===== src/rtl/led_seq_pkg.sv =====
// Shared types and constants for the LED sequencer.
// Latency: n/a (types and pure functions only).
// Backpressure: n/a.
package led_seq_pkg;

    typedef enum logic [1:0] {
        IDLE  = 2'd0,
        RUN   = 2'd1,
        PAUSE = 2'd2
    } state_t;

    typedef enum logic [1:0] {
        MODE_COUNT  = 2'd0,
        MODE_SHIFT  = 2'd1,
        MODE_BOUNCE = 2'd2
    } mode_t;

    localparam logic [2:0] PAT_INIT_COUNT  = 3'b000;
    localparam logic [2:0] PAT_INIT_SHIFT  = 3'b001;
    localparam logic [2:0] PAT_INIT_BOUNCE = 3'b001;

    function automatic logic [2:0] init_pattern(input mode_t m);
        case (m)
            MODE_SHIFT:  return PAT_INIT_SHIFT;
            MODE_BOUNCE: return PAT_INIT_BOUNCE;
            default:     return PAT_INIT_COUNT;
        endcase
    endfunction

    // The unused encoding 3 behaves as COUNT, so it advances like COUNT.
    function automatic mode_t next_mode(input mode_t m);
        case (m)
            MODE_SHIFT:  return MODE_BOUNCE;
            MODE_BOUNCE: return MODE_COUNT;
            default:     return MODE_SHIFT;
        endcase
    endfunction

endpackage


===== src/rtl/button_debounce.sv =====
// Sync + debounce (LED_SEQ_DEBOUNCE_EN) + falling-edge pulse for one active-low button.
// Latency: 2 sync + DEBOUNCE_CYCLES cycles to the press pulse (2 sync cycles when bypassed).
// Backpressure: none; press is a 1-cycle pulse that is never held off.
module button_debounce #(
    parameter int DEBOUNCE_CYCLES = 270000
) (
    input  logic clk,
    input  logic rst_n,
    input  logic button,
    output logic press
);

    logic [1:0] sync_q;
    logic       level;
    logic       level_d_q;

    always_ff @(posedge clk or negedge rst_n) begin
        if (!rst_n) begin
            sync_q <= 2'b11;
        end else begin
            sync_q <= {sync_q[0], button};
        end
    end

`ifdef LED_SEQ_DEBOUNCE_EN
    localparam int CW = $clog2(DEBOUNCE_CYCLES + 1);

    logic [CW-1:0] cnt_q;
    logic          level_q;

    // Any cycle that agrees with the accepted level restarts the count.
    always_ff @(posedge clk or negedge rst_n) begin
        if (!rst_n) begin
            cnt_q   <= '0;
            level_q <= 1'b1;
        end else if (sync_q[1] != level_q) begin
            if (cnt_q == CW'(DEBOUNCE_CYCLES - 1)) begin
                level_q <= sync_q[1];
                cnt_q   <= '0;
            end else begin
                cnt_q <= cnt_q + CW'(1);
            end
        end else begin
            cnt_q <= '0;
        end
    end

    assign level = level_q;
`else
    // Without debounce the threshold has no effect on the logic.
    logic unused_debounce_cfg;
    assign unused_debounce_cfg = (DEBOUNCE_CYCLES > 0);
    assign level = sync_q[1];
`endif

    always_ff @(posedge clk or negedge rst_n) begin
        if (!rst_n) begin
            level_d_q <= 1'b1;
        end else begin
            level_d_q <= level;
        end
    end

    assign press = level_d_q & ~level;

endmodule


===== src/rtl/led_sequencer.sv =====
// Button-driven start/pause/stop sequencer for the 3-LED bank (debounce via LED_SEQ_DEBOUNCE_EN).
// Latency: state/mode update on the press-pulse edge; led follows the pattern register directly.
// Backpressure: none; a press always acts in the cycle its pulse is high.
module led_sequencer
    import led_seq_pkg::*;
#(
    parameter int WAIT_TIME       = 13500000,
    parameter int DEBOUNCE_CYCLES = 270000
) (
    input  logic       clk,
    input  logic       rst_n,
    input  logic [1:0] button,
    output logic [2:0] led,
    output logic       running,
    output logic [1:0] mode
);

    localparam int PW = $clog2(WAIT_TIME);

    logic [1:0] press;

    for (genvar i = 0; i < 2; i++) begin : g_btn
        button_debounce #(
            .DEBOUNCE_CYCLES(DEBOUNCE_CYCLES)
        ) u_debounce (
            .clk   (clk),
            .rst_n (rst_n),
            .button(button[i]),
            .press (press[i])
        );
    end

    state_t        state_q;
    mode_t         mode_q;
    logic [2:0]    pattern_q;
    logic          dir_up_q;
    logic [PW-1:0] presc_q;

    logic          tick;
    logic [2:0]    step_pattern;
    logic          step_dir_up;

    assign tick = (presc_q == PW'(WAIT_TIME - 1));

    // Bounce turns around at either end before shifting, so the ends are never repeated.
    always_comb begin
        step_dir_up  = dir_up_q;
        step_pattern = pattern_q + 3'd1;
        case (mode_q)
            MODE_SHIFT: step_pattern = {pattern_q[1:0], pattern_q[2]};
            MODE_BOUNCE: begin
                if (pattern_q == 3'b100) begin
                    step_dir_up = 1'b0;
                end else if (pattern_q == 3'b001) begin
                    step_dir_up = 1'b1;
                end
                step_pattern = step_dir_up ? (pattern_q << 1) : (pattern_q >> 1);
            end
            default: ;
        endcase
    end

    // Stop (press[1]) has priority over start/next (press[0]) and over a step tick.
    always_ff @(posedge clk or negedge rst_n) begin
        if (!rst_n) begin
            state_q   <= IDLE;
            mode_q    <= MODE_COUNT;
            pattern_q <= 3'b000;
            dir_up_q  <= 1'b1;
            presc_q   <= '0;
        end else begin
            case (state_q)
                IDLE: begin
                    if (press[0] && !press[1]) begin
                        state_q   <= RUN;
                        presc_q   <= '0;
                        pattern_q <= init_pattern(mode_q);
                        dir_up_q  <= 1'b1;
                    end
                end
                RUN: begin
                    if (press[1]) begin
                        state_q <= PAUSE;
                    end else if (press[0]) begin
                        mode_q    <= next_mode(mode_q);
                        pattern_q <= init_pattern(next_mode(mode_q));
                        dir_up_q  <= 1'b1;
                        presc_q   <= '0;
                    end else if (tick) begin
                        presc_q   <= '0;
                        pattern_q <= step_pattern;
                        dir_up_q  <= step_dir_up;
                    end else begin
                        presc_q <= presc_q + PW'(1);
                    end
                end
                PAUSE: begin
                    if (press[1]) begin
                        state_q   <= IDLE;
                        pattern_q <= 3'b000;
                        dir_up_q  <= 1'b1;
                        presc_q   <= '0;
                    end else if (press[0]) begin
                        state_q <= RUN;
                    end
                end
                default: state_q <= IDLE;
            endcase
        end
    end

    assign led     = ~pattern_q;
    assign running = (state_q == RUN);
    assign mode    = mode_q;

endmodule


===== config.mk =====
export PLATFORM = sky130hd
export DESIGN_NAME = led_sequencer
export DESIGN_NICKNAME = d
export VERILOG_FILES = /design/src/rtl/led_seq_pkg.sv /design/src/rtl/button_debounce.sv /design/src/rtl/led_sequencer.sv
export SDC_FILE = /design/constraint.sdc
export NUM_CORES = 1
export LEC_CHECK = 0
export CORE_ASPECT_RATIO = 0.9
export CORE_MARGIN = 2
export CORE_UTILIZATION = 25
export CTS_CLUSTER_SIZE = 14
export DETAILED_ROUTE_END_ITERATION = 16
export DONT_BUFFER_PORTS = 1
export GPL_TIMING_DRIVEN = 0
export SLEW_MARGIN = 20
export SYNTH_ARGS = -nofsm -noshare
export SYNTH_HDL_FRONTEND = slang
export SYNTH_SLANG_ARGS = --single-unit

===== constraint.sdc =====
create_clock -name clk -period 2.6 [get_ports clk]
set_clock_uncertainty 0.2 [all_clocks]
set_input_delay 0.78 -clock clk [delete_from_list [all_inputs] [get_ports clk]]
set_output_delay 0.78 -clock clk [all_outputs]
set_load 0.05 [all_outputs]

==> impl_metrics.ini <==
[power_and_ir_drop]
pwr-share-comb = 0.430
p_int_mw = 1.16
clkPwrFrac = 0.196
switching_share = 0.428
p_switching_mw = 0.871
seqPwrFrac = 0.374
power_density_nw_per_um2 = 792
power.leakage_nw = 0.997
peakVddDrop_v = 0.000564

[drt]
drc = 0
drtIter0Drc = 79
drtAntennaViolNets = 0
vias = 1850
drtPass1Iterations = 4
wl_per_cell_um = 13.5
wl_um = 5060
avgViaCountPerCell = 4.95

[clocking]
tritoncts = done
clockBufferDepth = 2
numClockSinks = 38
numCtsBuffers = 5
clk_latency_ns = 0.29
root_buffer = clkbuf_8
clk_pin_slew_ns = 0.08
htree_num_levels = 2

[cells_and_area]
area_growth_syn_to_layout_pct = 14.1
antennaDiodeCount = 0
seq_area_um2 = 961
nNetsFinal = 270
fin_util = 0.297
multi_input_area_um2 = 1250
layout-drive-gt1-share = 0.141
fillers = 917

[timing]
slew_headroom = 0.567
period_needed_ns = 2.50
finalHoldViolations = 0
worstMarginPinSlew_ns = 0.645
whs_ns = 0.108
post-route-period-util = 0.962
max_freq_mhz = 400
rsz0062_at_grt = yes
setup_viol = 0
slew_viol_final = 0

[synthesis]
syn_inst = 243
ys_warn_count = 0
synth.distinct_cells = 48
synth_seq_cells = 38
synth_top_family_by_area = simple AND/OR/NAND/NOR gates
yosysTopAreaCell = dfrtp_1
avgSynthCellArea_um2 = 9.26
synth.top_cell.area_share = 0.345
ys_seq_area_frac = 0.426
synthMuxAreaShare = 0.0189
synth_compound_area_frac = 0.210
ys.flop_type = dfrtp_1
synthXorXnorAreaFrac = 0.00778
async_flop_share = 1.00
synth-simple-area-share = 0.237
synthTopCellsByArea = dfrtp_1, dfstp_2, ha_1
synth_edf_count = 0
yosys.area_share.adder = 0.0667
synth_area_um2 = 2250
synth_fp_nets = 259

[worst_setup_path]
crit_fanout = 10
worst_setup_path_end_kind = flip-flop
start_kind = flip-flop
reg2reg_slack_ns = 0.1
cpMaxStageDelayCell = dfrtp_1
path_delay_family = compound AO/OA/AOI/OAI gates
critical_path_buf_inv_count = 3
path_class = reg2reg
cpPeakStageDelay_ns = 0.37
path_cells = inv_1, ha_4, and3b_1, a211o_1, a21o_1, buf_4, clkbuf_4, a22oi_1, o31ai_1
worstPathArrival_ns = 2.47
required_ns = 2.56

[floorplanning]
die_width_um = 104
top_level_ports = 10
core_um2 = 8650
dieArea_um2 = 9780
die_h_um = 94.0
start_util = 0.260
row_count = 32

[grt]
grt.total_usage = 0.106
grt_pass1_vias = 1770
grt_pass1_wl_um = 8530
grt_overflow_total = 0
grt_antenna_before_repair = 0
grt_max_degree = 32

[placed_design]
place_congestion = 0.787
hpwl_um = 3520
portBuffers = 0

[hold_path]
hp-class = in2async

[job]
cap_violations = 0

[run_status]
status = complete, no violations
[layer usage]
layer	vias up	share of wire	GRT usage	wire, µm
li1	922	-	-	-
met1	902	0.52	0.158	2610
met2	22	0.44	0.156	2230
met3	4	0.038	0.0264	190
met4	0	0.0042	0.0180	21
met5	-	0	0	0
[cells by family (layout without fill, tap and decap cells)]
| family | count (synthesis) | after routing |
|---|---|---|
| multiplexers | 4 | 4 |
| buffers and inverters | 19 | 31 |
| adder cells (fa/ha/maj) | 12 | 12 |
| flip-flops | 38 | 38 |
| AO/OA/AOI/OAI | 73 | 73 |
| AND/OR/NAND/NOR | 95 | 95 |
| XOR/XNOR | 2 | 2 |
[power by group through the flow]
stage          combinational, mW  sequential [mW]  clock (mW)
3_5_place_dp               0.782            0.771           0
4_1_cts                    0.835            0.762       0.411
6_report                   0.875            0.760       0.399
3_3_place_gp               0.762            0.768           0
2_1_floorplan              0.623            0.754           0
5_1_grt                    0.969            0.772       0.430
[worst paths after layout]
kind / from / depth (start not counted) / end
setup / recovery: state_q[1]$_DFFE_PN0P_ / 9 / presc_q[13]$_DFFE_PN0P_
hold / removal: rst_n / 1 / pattern_q[1]$_DFFE_PN0P_
setup reg to reg: state_q[1]$_DFFE_PN0P_ / 9 / presc_q[13]$_DFFE_PN0P_
hold reg to reg: g_btn[0].u_debounce.sync_q[0]$_DFF_PN1_ / 0 / g_btn[0].u_debounce.sync_q[1]$_DFF_PN1_
max in group asynchronous: rst_n / 1 / state_q[0]$_DFFE_PN0P_
min in group clk: g_btn[0].u_debounce.sync_q[0]$_DFF_PN1_ / 0 / g_btn[0].u_debounce.sync_q[1]$_DFF_PN1_
[flip-flops by register name, summed over array words and instances (netlist names)]
| signal | count |
|---|---|
| pattern_q | 3 |
| g_btn.u_debounce.level_d_q | 2 |
| g_btn.u_debounce.sync_q | 4 |
| mode | 2 |
| presc_q | 24 |
| state_q | 2 |
| dir_up_q | 1 |
[timing repair]
item                       4_1_cts  5_1_grt
resized for setup                6       10
hold buffers                     1        0
setup endpoints to repair       28       23
hold endpoints to repair        31        0
pin swaps                        1        0
buffers inserted                 2        1
[cells in the final DEF (no fill, tap or decap), types with 4 or more instances in the layout]
| master | n |
|---|---|
| dfrtp_1 | 30 |
| nand2_1 | 18 |
| o21ai_0 | 18 |
| nor2_1 | 17 |
| a21oi_1 | 15 |
| inv_1 | 13 |
| nand3_1 | 11 |
| ha_1 | 11 |
| nand2b_1 | 8 |
| or3_1 | 8 |
| dfstp_2 | 7 |
| nand4_1 | 6 |
| o31ai_1 | 6 |
| a21o_1 | 5 |
| buf_4 | 5 |
| a31oi_1 | 5 |
| clkbuf_8 | 5 |
| clkbuf_1 | 4 |
| nor3_1 | 4 |
| a22o_1 | 4 |
[layout make-up]
class / count / share of cell area
Buffer: 6 / 0.0136
Clock buffer: 8 / 0.0312
Timing Repair Buffer: 4 / 0.0166
Tap cell: 119 / 0.0580
Sequential cell: 38 / 0.374
Inverter: 13 / 0.0190
Multi-Input combinational cell: 186 / 0.487
[synth_stat cells (2+ instances only)]
library cell / number
a31oi_1: 5
or4_1: 3
a21oi_1: 15
nand2b_1: 9
clkbuf_1: 2
nand3_1: 11
or3_1: 8
mux2_2: 2
buf_2: 3
dfrtp_1: 31
nor2_1: 17
o31ai_1: 6
xnor2_1: 2
nor4_1: 2
or2_2: 3
mux2i_1: 2
ha_1: 12
o22a_1: 2
a22o_1: 4
and3_1: 2
nand4_1: 6
o21ai_0: 20
a22oi_1: 3
a21o_1: 5
o211ai_1: 2
o22ai_1: 3
inv_1: 13
nand2_1: 18
nor3_1: 5
dfstp_2: 7
or4b_1: 2
nor2b_1: 2
[metrics by stage]
step	power, mW	instance area, µm²	setup TNS [ns]	instances	setup slack, ns
CTS	2.01	2540	0	373	0.0361
finish	2.03	2570	0	374	0.0989
global placement	1.53	2400	-5.69	362	-0.302
detailed placement	1.55	2400	-6.97	362	-0.359
global route	2.17	2570	-0.0130	374	-0.00610
floorplan	1.38	2250	0	243	0.0310
Power figures use the tool's default switching activity.
